$ cat config.mk
export PLATFORM = sky130hd
export DESIGN_NAME = cva6_clint_lite
export DESIGN_NICKNAME = d
export VERILOG_FILES = /design/src/rtl/cva6_clint_lite.sv
export SDC_FILE = /design/constraint.sdc
export NUM_CORES = 1
export LEC_CHECK = 0
export CAP_MARGIN = 15
export CORE_AREA = 4 4 224 226
export CTS_BUF_LIST = sky130_fd_sc_hd__clkbuf_8
export CTS_CLUSTER_SIZE = 30
export DETAILED_ROUTE_END_ITERATION = 10
export DIE_AREA = 0 0 228 230
export SLEW_MARGIN = 10
export SYNTH_ARGS = -nofsm -noshare
export SYNTH_HDL_FRONTEND = slang
export SYNTH_SLANG_ARGS = --single-unit
$ cat constraint.sdc
create_clock -name aclk -period 12.8 [get_ports aclk]
set_clock_uncertainty 0.15 [all_clocks]
set_input_delay 1.92 -clock aclk [delete_from_list [all_inputs] [get_ports aclk]]
set_output_delay 1.92 -clock aclk [all_outputs]
set_load 0.02 [all_outputs]
$ cat src/rtl/cva6_clint_lite.sv
// -----------------------------------------------------------------------------
// cva6_clint_lite
// Minimal core-local interruptor for a single CVA6 hart, behind a 64-bit
// AXI4-Lite slave port.
//
// Register map (decoded on addr[15:3]; addr[2:0] ignored):
//   0x0000 msip      bit 0 only, other bits read 0
//   0x4000 mtimecmp  64 bits, resets to all ones
//   0xBFF8 mtime     64 bits, resets to 0
// Any other address: SLVERR, read data 0, no state change.
//
// Ports:
//   aclk, aresetn     single clock, synchronous active-low reset
//   rtc_i             external RTC tick (used only with CLINT_LITE_RTC_SYNC_EN)
//   s_axil_aw*/w*/b*  AXI4-Lite write address / data / response channels
//   s_axil_ar*/r*     AXI4-Lite read address / data channels
//   ipi_o             software interrupt (mirror of msip)
//   timer_irq_o       machine timer interrupt, registered mtime >= mtimecmp
//
// Build option:
//   CLINT_LITE_RTC_SYNC_EN  when defined, mtime advances once per synchronized
//                           rising edge of rtc_i instead of every PRESCALE aclk
//                           cycles.
// -----------------------------------------------------------------------------
module cva6_clint_lite #(
   parameter int unsigned PRESCALE   = 100,
   parameter int unsigned ADDR_WIDTH = 16
) (
   input  logic                  aclk,
   input  logic                  aresetn,
   input  logic                  rtc_i,
   input  logic                  s_axil_awvalid,
   output logic                  s_axil_awready,
   input  logic [ADDR_WIDTH-1:0] s_axil_awaddr,
   input  logic                  s_axil_wvalid,
   output logic                  s_axil_wready,
   input  logic [63:0]           s_axil_wdata,
   input  logic [7:0]            s_axil_wstrb,
   output logic                  s_axil_bvalid,
   input  logic                  s_axil_bready,
   output logic [1:0]            s_axil_bresp,
   input  logic                  s_axil_arvalid,
   output logic                  s_axil_arready,
   input  logic [ADDR_WIDTH-1:0] s_axil_araddr,
   output logic                  s_axil_rvalid,
   input  logic                  s_axil_rready,
   output logic [63:0]           s_axil_rdata,
   output logic [1:0]            s_axil_rresp,
   output logic                  ipi_o,
   output logic                  timer_irq_o
);

   localparam logic [12:0] MSIP_IDX     = 13'h0000;
   localparam logic [12:0] MTIMECMP_IDX = 13'h0800;
   localparam logic [12:0] MTIME_IDX    = 13'h17FF;
   localparam logic [1:0]  RESP_OKAY    = 2'b00;
   localparam logic [1:0]  RESP_SLVERR  = 2'b10;

   typedef enum logic [1:0] {W_IDLE, W_ADDR_DATA, W_RESP} w_state_t;
   typedef enum logic       {R_IDLE, R_DATA} r_state_t;

   // ---------------------------------------------------------------- state
   w_state_t    w_state_reg, w_state_next;
   logic        aw_have_reg, aw_have_next;
   logic        w_have_reg, w_have_next;
   logic [12:0] awidx_reg, awidx_next;
   logic [63:0] wdata_reg, wdata_next;
   logic [7:0]  wstrb_reg, wstrb_next;
   logic [1:0]  bresp_reg, bresp_next;

   r_state_t    r_state_reg, r_state_next;
   logic [63:0] rdata_reg, rdata_next;
   logic [1:0]  rresp_reg, rresp_next;

   logic [63:0] mtime_reg, mtime_next, mtime_inc;
   logic [63:0] mtimecmp_reg, mtimecmp_next;
   logic        msip_reg, msip_next;
   logic        timer_irq_reg;
   logic        tick;

   // ---------------------------------------------------------------- write path
   logic        w_accepting, aw_hs, w_hs, wr_commit;
   logic [12:0] wr_idx;
   logic [63:0] wr_data;
   logic [7:0]  wr_strb;
   logic        wr_mapped;

   // Readies are gated by aresetn so they are low while reset is held and
   // come back in the very first cycle after release.
   assign w_accepting    = aresetn & (w_state_reg != W_RESP);
   assign s_axil_awready = w_accepting & ~aw_have_reg;
   assign s_axil_wready  = w_accepting & ~w_have_reg;
   assign aw_hs          = s_axil_awvalid & s_axil_awready;
   assign w_hs           = s_axil_wvalid & s_axil_wready;

   // A channel that was latched earlier is taken from its holding register,
   // otherwise straight from the bus, so the commit happens in the cycle the
   // second handshake completes.
   assign wr_idx    = aw_have_reg ? awidx_reg : s_axil_awaddr[15:3];
   assign wr_data   = w_have_reg ? wdata_reg : s_axil_wdata;
   assign wr_strb   = w_have_reg ? wstrb_reg : s_axil_wstrb;
   assign wr_mapped = (wr_idx == MSIP_IDX) | (wr_idx == MTIMECMP_IDX) | (wr_idx == MTIME_IDX);
   assign wr_commit = w_accepting & (aw_have_reg | aw_hs) & (w_have_reg | w_hs);

   always_comb begin
      w_state_next = w_state_reg;
      aw_have_next = aw_have_reg;
      w_have_next  = w_have_reg;
      awidx_next   = awidx_reg;
      wdata_next   = wdata_reg;
      wstrb_next   = wstrb_reg;
      bresp_next   = bresp_reg;
      case (w_state_reg)
         W_IDLE, W_ADDR_DATA: begin
            if (wr_commit) begin
               w_state_next = W_RESP;
               aw_have_next = 1'b0;
               w_have_next  = 1'b0;
               bresp_next   = wr_mapped ? RESP_OKAY : RESP_SLVERR;
            end else begin
               if (aw_hs) begin
                  aw_have_next = 1'b1;
                  awidx_next   = s_axil_awaddr[15:3];
               end
               if (w_hs) begin
                  w_have_next = 1'b1;
                  wdata_next  = s_axil_wdata;
                  wstrb_next  = s_axil_wstrb;
               end
               if (aw_hs | w_hs) begin
                  w_state_next = W_ADDR_DATA;
               end
            end
         end
         W_RESP: begin
            if (s_axil_bready) begin
               w_state_next = W_IDLE;
            end
         end
         default: w_state_next = W_IDLE;
      endcase
   end

   assign s_axil_bvalid = (w_state_reg == W_RESP);
   assign s_axil_bresp  = bresp_reg;

   // ---------------------------------------------------------------- read path
   logic        ar_hs;
   logic [12:0] rd_idx;

   assign s_axil_arready = aresetn & (r_state_reg == R_IDLE);
   assign ar_hs          = s_axil_arvalid & s_axil_arready;
   assign rd_idx         = s_axil_araddr[15:3];

   // Read data comes from the registers' current values, so a write
   // committing in the same cycle is not visible to this read.
   always_comb begin
      r_state_next = r_state_reg;
      rdata_next   = rdata_reg;
      rresp_next   = rresp_reg;
      case (r_state_reg)
         R_IDLE: begin
            if (ar_hs) begin
               r_state_next = R_DATA;
               rresp_next   = RESP_OKAY;
               case (rd_idx)
                  MSIP_IDX:     rdata_next = {63'd0, msip_reg};
                  MTIMECMP_IDX: rdata_next = mtimecmp_reg;
                  MTIME_IDX:    rdata_next = mtime_reg;
                  default: begin
                     rdata_next = 64'd0;
                     rresp_next = RESP_SLVERR;
                  end
               endcase
            end
         end
         R_DATA: begin
            if (s_axil_rready) begin
               r_state_next = R_IDLE;
            end
         end
         default: r_state_next = R_IDLE;
      endcase
   end

   assign s_axil_rvalid = (r_state_reg == R_DATA);
   assign s_axil_rdata  = rdata_reg;
   assign s_axil_rresp  = rresp_reg;

   // ---------------------------------------------------------------- time base
`ifdef CLINT_LITE_RTC_SYNC_EN
   logic [1:0] rtc_sync_reg;
   logic       rtc_prev_reg;

   always_ff @(posedge aclk) begin
      if (!aresetn) begin
         rtc_sync_reg <= 2'b00;
         rtc_prev_reg <= 1'b0;
      end else begin
         rtc_sync_reg <= {rtc_sync_reg[0], rtc_i};
         rtc_prev_reg <= rtc_sync_reg[1];
      end
   end

   assign tick = rtc_sync_reg[1] & ~rtc_prev_reg;
`else
   localparam logic [15:0] PRESC_MAX = 16'(PRESCALE - 1);
   logic [15:0] presc_reg, presc_next;
   logic        unused_rtc;

   assign unused_rtc = rtc_i;
   assign tick       = (presc_reg == PRESC_MAX);
   assign presc_next = tick ? 16'd0 : presc_reg + 16'd1;

   // The prescaler free-runs; software writes to mtime never disturb it.
   always_ff @(posedge aclk) begin
      if (!aresetn) begin
         presc_reg <= 16'd0;
      end else begin
         presc_reg <= presc_next;
      end
   end
`endif

   // ---------------------------------------------------------------- registers
   assign mtime_inc = mtime_reg + {63'd0, tick};

   // Per-byte merge: strobed bytes of a committing write win over the
   // incremented timer value, unstrobed bytes keep the incremented value.
   genvar gi;
   generate
      for (gi = 0; gi < 8; gi++) begin : g_byte
         logic mtime_we, mtimecmp_we;
         assign mtime_we    = wr_commit & (wr_idx == MTIME_IDX) & wr_strb[gi];
         assign mtimecmp_we = wr_commit & (wr_idx == MTIMECMP_IDX) & wr_strb[gi];
         assign mtime_next[gi*8 +: 8]    = mtime_we ? wr_data[gi*8 +: 8] : mtime_inc[gi*8 +: 8];
         assign mtimecmp_next[gi*8 +: 8] = mtimecmp_we ? wr_data[gi*8 +: 8] : mtimecmp_reg[gi*8 +: 8];
      end
   endgenerate

   assign msip_next = (wr_commit & (wr_idx == MSIP_IDX) & wr_strb[0]) ? wr_data[0] : msip_reg;

   always_ff @(posedge aclk) begin
      if (!aresetn) begin
         w_state_reg   <= W_IDLE;
         aw_have_reg   <= 1'b0;
         w_have_reg    <= 1'b0;
         awidx_reg     <= 13'd0;
         wdata_reg     <= 64'd0;
         wstrb_reg     <= 8'd0;
         bresp_reg     <= RESP_OKAY;
         r_state_reg   <= R_IDLE;
         rdata_reg     <= 64'd0;
         rresp_reg     <= RESP_OKAY;
         mtime_reg     <= 64'd0;
         mtimecmp_reg  <= '1;
         msip_reg      <= 1'b0;
         timer_irq_reg <= 1'b0;
      end else begin
         w_state_reg   <= w_state_next;
         aw_have_reg   <= aw_have_next;
         w_have_reg    <= w_have_next;
         awidx_reg     <= awidx_next;
         wdata_reg     <= wdata_next;
         wstrb_reg     <= wstrb_next;
         bresp_reg     <= bresp_next;
         r_state_reg   <= r_state_next;
         rdata_reg     <= rdata_next;
         rresp_reg     <= rresp_next;
         mtime_reg     <= mtime_next;
         mtimecmp_reg  <= mtimecmp_next;
         msip_reg      <= msip_next;
         // Compare the values being loaded so the interrupt tracks the
         // registers with no extra lag.
         timer_irq_reg <= (mtime_next >= mtimecmp_next);
      end
   end

   assign ipi_o       = msip_reg;
   assign timer_irq_o = timer_irq_reg;

   // ---------------------------------------------------------------- unused
   logic unused_addr_lo;
   assign unused_addr_lo = ^{s_axil_awaddr[2:0], s_axil_araddr[2:0]};

   generate
      if (ADDR_WIDTH > 16) begin : g_addr_hi
         logic unused_addr_hi;
         assign unused_addr_hi = ^{s_axil_awaddr[ADDR_WIDTH-1:16], s_axil_araddr[ADDR_WIDTH-1:16]};
      end
   endgenerate

endmodule

==> metrics.txt, run 1 <==
Post-synth top cells=nand2_1 (317), dfxtp_1 (302), a21oi_1 (132); Synth Flop Type=dfxtp_1; WP data arrival=6390 ps; routability cong.=0.847; Layout fillers=about 4,900; 1st-pass router iterations=5; routed wire length on met3=2.80 mm; Core Rows=81; Hold Crit Class=reg2reg; top-count cell post-synth=nand2_1; startpoint types=input pin; H-tree Lvls=2; worst slack, placed=6150 ps; dpl hpwl=between 30 and 40 mm; cells after synthesis=roughly 1,800; Worst VDD drop=0.0000615 V; Ys Warns=0; setup bufs post-CTS=0; Final TNS setup=0 ps; leakage power=7.08 nW; synthesized cell area=0.0158 sq mm; Area contributors post-synth=dfxtp_1 (38%), nand2_1 (7.5%), mux2i_1 (7.4%); final slew viol count=0; Routed WL per cell=18.1 um; average via count per standard cell=5.28; vias in the first global route=around 14,000; initial antenna violation count=1; worst slew pin tran=between 1000 and 1500 ps; DRC Markers=0; grt total ovfl=0; share of cells above drive strength 1=~8.4%; Max Used Layer=met4; crit-path max cell delay=between 500 and 600 ps; ANT nets after route=0; Clock Root Buffer=clkbuf_8; worst-path maximum fanout=47; I/O pin count=187; Chip Width=228 um; ant diodes=0; Yosys reg bits=302; Starting DRT DRC Count=823; Yosys top cell by area=dfxtp_1; Critical Path Sink Type=flop; largest net degree at the start of global routing=90; Routed WL=~47 mm; Clock Latency Late Sink=640 ps; Max Clock Freq=around 0.17 GHz; critical path required time=13,160 ps; nets=2,145; Critical Path, Cell by Cell=clkdlybuf4s50_1, or4_1, nor3_1, o2111ai_4, buf_4, nor2_1, mux2_2, ha_1, nand2b_1, a211oi_1, o21ai_0, a311o_1, a31oi_1, o31ai_1; CP Class=in2reg; first-pass GRT wire length=75.4 mm; period utilisation layout=47.1%; post-layout minimum cycle time=6030 ps; Clock Sink Count=302; Setup violations, final=0; full die area=0.0524 sq mm; Starting Density=approximately a third; Slew headroom=a little over a quarter; share of the synthesized area in the top cell type=between 30% and 40%; WL met1=22.0 mm; via count=13,855; Max clock buf depth=3; area growth from synthesis to layout=20.6%; status=finished, final reports clean; post-CTS sizing=0; pwr dens=approximately 110 mW/mm^2; PnR worst setup slack=6770 ps; max cap viols=0; number of flops mapped to enable cells by yosys=0; Std-Cell Core Area=0.0483 sq mm; All-Layer GR Usage=~17%; R2R Setup Slk=approximately 7400 ps; Synth async-reset ratio=0%; die height=230 um; Final Hold Vio Count=0; Num CTS Buffers=55; unrepaired setup endpoints after global routing=no; CTS Hold Bufs=0; PortBufs=177; met2 wire length=21.7 mm; clk slew on worst S/H paths=approximately 60 ps; CP max-delay cell=or4_1; Syn Area/Cell=8.63 sq um; sequential fraction of the synthesis area=38.3%; Synth cell types=69; CTS tree=built
-- area by class of cell --
class	count	area, sq um	share of cell area, %
Inverter	22	85.1	0.447
Clock inverter	23	98.8	0.519
Timing Repair Buffer	190	1870	9.81
Clock buffer	68	936	4.92
Tap cell	622	778	4.09
Multi-Input combinational cell	1395	9220	48.4
Sequential cell	302	6050	31.8
-- logic make-up (layout without fill, tap and decap cells) --
kind of cell / Yosys count / in the layout / share of synthesized area, %
other: 1 / 2 / 0.0238
DFF: 302 / 302 / 38.3
xor gates and xnor gates: 71 / 71 / 3.94
adders and majority gates: 67 / 67 / 5.31
muxes: 159 / 159 / 10.4
buffers and inverters: 133 / 303 / 3.51
and+or+nand+nor: 710 / 710 / 23.2
AOI/OAI and AO/OA: 386 / 386 / 15.2
-- per-layer routing --
layer / vias up / track usage [%]
met5: - / 0
met3: 67 / 3.91
met2: 362 / 28.7
li1: 6805 / -
met1: 6621 / 23.3
met4: 0 / 4.69
-- critical path, delay by kind of cell --
| family | cells | cell delay [ps] |
|---|---|---|
| AOI/OAI and AO/OA | 6 | 1610 |
| and+or+nand+nor | 4 | 1380 |
| buffers and inverters | 2 | 820 |
| muxes | 1 | 370 |
| adders and majority gates | 1 | 260 |
-- worst paths after layout --
kind | from | end | cells past startpoint
worst max-delay path | s_axil_awaddr[7] | timer_irq_o | 14
worst min-delay path | wdata_reg[37] | wdata_reg[37] | 2
worst max register to register | presc_reg[0] | timer_irq_o | 19
worst min register to register | wdata_reg[37] | wdata_reg[37] | 2
-- through the flow --
step	area (sq um)	power [W]	hold WS, ps	utilization, %	instances
after detailed placement	18000	0.00116	293	37.2	2531
after global routing	19000	0.00211	319	39.4	2622
after global placement	18000	0.00115	288	37.2	2531
after CTS	19000	0.00205	302	39.4	2622
final	19000	0.00202	301	39.4	2622
after floorplan	15800	0.00108	280	-	1830
-- power breakdown --
group | total, W | internal (W) | switching [W]
combinational | 0.000164 | 0.0000693 | 0.0000951
sequential | 0.000971 | 0.000958 | 0.0000136
clock | 0.000883 | 0.000471 | 0.000412
total | 0.00202 | 0.00150 | 0.000521
-- placed cells by master (no fill, tap or decap), types with 30 or more instances in the layout --
| cell | Yosys | routed |
|---|---|---|
| nand2_1 | 317 | 316 |
| dfxtp_1 | 302 | 301 |
| clkdlybuf4s50_1 | 0 | 176 |
| a21oi_1 | 132 | 132 |
| mux2i_1 | 116 | 116 |
| and2_1 | 98 | 97 |
| o21ai_0 | 96 | 96 |
| nor2_1 | 90 | 90 |
| clkbuf_8 | 0 | 68 |
| ha_1 | 67 | 67 |
| a22oi_1 | 64 | 64 |
| nand4_1 | 43 | 43 |
| mux2_2 | 42 | 42 |
| xor2_1 | 41 | 41 |
| nand3_1 | 40 | 40 |
| inv_1 | 21 | 40 |
| a211oi_1 | 37 | 37 |
| xnor2_1 | 30 | 30 |
No activity file was read; power rests on OpenSTA's default activity.
==> inputs of run 2 (changes only) <==
==> constraint.sdc (replaced) <==
create_clock -name aclk -period 5.2 [get_ports aclk]
set_clock_uncertainty 0.15 [all_clocks]
set_input_delay 0.78 -clock aclk [delete_from_list [all_inputs] [get_ports aclk]]
set_output_delay 0.78 -clock aclk [all_outputs]
set_load 0.02 [all_outputs]
==> run 2 against run 1 <==
  * Non-clock buffer count is 19 higher
  * Sequential cell count stayed put
  * Final cell count is 1.0% higher
  * Sequential power is 150% higher
  * Worst setup slack worse by 6400 ps
  * Wire length is 0.62% higher
  * Highest routed layer unchanged
  * Critical path depth is 7 higher
  * Cell area is 1.7% higher
  * Sequential share of layout area is 0.53 points lower
  * Via count is 0.16% lower
  * Clock-buffer cell count is 8 higher
==> metrics.txt, run 2 (synthesized netlist as in run 1, its figures left out) <==
status=finished, final reports clean; Min Hold Slack=303 ps; Routed WL=47.8 mm; ant diodes=0; max cap viols=0; final cell count without fillers=2,649; routability cong.=about 0.9; Max Clock Freq=0.208 GHz; Setup violations, final=0; Layout fillers=between 4,000 and 5,000; startpoint types=flop; initial antenna violation count=0; final slew viol count=0; multi-input logic area=slightly above 0.009 sq mm; grt total ovfl=0; PnR worst setup slack=around 390 ps; commonest non-fill, non-tap cells in the layout=nand2_1 (316), dfxtp_1 (301), clkdlybuf4s50_1 (176), a21oi_1 (132), mux2i_1 (116); full die area=0.0524 sq mm; Final Hold Vio Count=0; Clock Sink Count=about 300; crit-path max cell delay=410 ps; DRC Markers=0; commonest non-fill, non-tap cell in the layout=nand2_1; period utilisation layout=92.5%; Clock Latency Late Sink=620 ps; PortBufs=177; average via count per standard cell=~5.2; CTS tree=built; Num CTS Buffers=56; I/O pin count=around 190; Worst VDD drop=0.000142 V; Routed WL per cell=18.0 um; Critical Path, Cell by Cell=ha_2, nor4b_2, nand4_1, inv_1, ha_2, ha_1, nand3_1, buf_4, or3_1, nor4_4, buf_6, nand4_1, xor2_1, a21oi_1, ha_1, nand4_1, nor3_1, a221o_1, o31a_1, a211oi_1, o31ai_1; leakage power=7.23 nW; via count=between 10,000 and 15,000; Std-Cell Core Area=0.0483 sq mm; area growth from synthesis to layout=22.7%; Chip Width=between 200 and 250 um; post-layout minimum cycle time=4810 ps; CP max-delay cell=or3_1; H-tree Lvls=2; Slew headroom=39.3%; most used cell, CP=nand4_1; Critical Path Sink Type=flop; worst-path maximum fanout=6; Placed Area=0.0182 sq mm; WP data arrival=between 5000 and 6000 ps; placed cells=2,550; All-Layer GR Usage=17.6%; worst slack, placed=34.8 ps; Core Rows=81; vias in the first global route=13,666; clk slew on worst S/H paths=approximately 60 ps; Starting Density=32.6%; pwr dens=265 mW/mm^2; Clock Root Buffer=clkbuf_8; first-pass GRT wire length=76.0 mm; die height=around 230 um; Max clock buf depth=3; Starting DRT DRC Count=about 800; 1st-pass router iterations=5; dpl hpwl=32.8 mm; Finished Cell Area=0.0194 sq mm; critical path required time=5540 ps; ANT nets after route=0; Finished Core Util=between 40 and 50%; FF/Latch Area=0.00605 sq mm; nets=~2,200; worst slew pin tran=a little over 900 ps; largest net degree at the start of global routing=163; setup bufs post-CTS=0; share of cells above drive strength 1=between 10% and 20%; CP Class=reg2reg; Hold Crit Class=reg2reg
## run 2: per-stage QoR
stage	power [W]	setup TNS, ps
floorplan	0.00266	0
global placement	0.00284	0
detailed placement	0.00285	0
CTS	0.00520	0
global route	0.00534	-42.9
finish	0.00512	0
## run 2: worst max-delay path, delay by kind of cell, from the launching register on
kind	cells	cell delay (ps)
AND/OR/NAND/NOR	8	1520
XOR/XNOR	1	240
AO/OA/AOI/OAI	5	950
flip-flops	1	380
adder cells (fa/ha/maj)	4	940
buffers and inverters	3	500
## run 2: final cells by class
cell class	count	share of cell area (%)
clock buffers	76	5.40
clock inverters	23	0.575
inverters	22	0.440
multi-input cells	1395	47.7
flip-flops and latches	302	31.3
well taps	622	4.02
repair buffers	209	10.6
## run 2: metal layers
metal,track usage [%],share of wire (%),up-vias
met5,0,0,-
met4,4.31,1.9,0
met3,3.89,5.8,67
met2,29.0,46,345
met1,23.6,47,6576
li1,-,-,6845
## run 2: worst paths after layout
kind | slack [ps] | cells past startpoint | start | endpoint
max | 390 | 21 | presc_reg[0] | timer_irq_o
min | 300 | 2 | wdata_reg[24] | wdata_reg[24]
max reg2reg | 390 | 21 | presc_reg[0] | timer_irq_o
min reg2reg | 300 | 2 | wdata_reg[24] | wdata_reg[24]
## run 2: what timing repair did
item                                    4_1_cts  5_1_grt
endpoints found under the setup margin        0        1
endpoints found under the hold margin         0        0
gates resized for setup                       0        5
hold buffers                                  0        0
## run 2: power breakdown
| group | internal [W] | switching (W) |
|---|---|---|
| combinational | 0.000175 | 0.000240 |
| sequential | 0.00236 | 0.0000300 |
| clock | 0.00130 | 0.00102 |
| total | 0.00383 | 0.00129 |
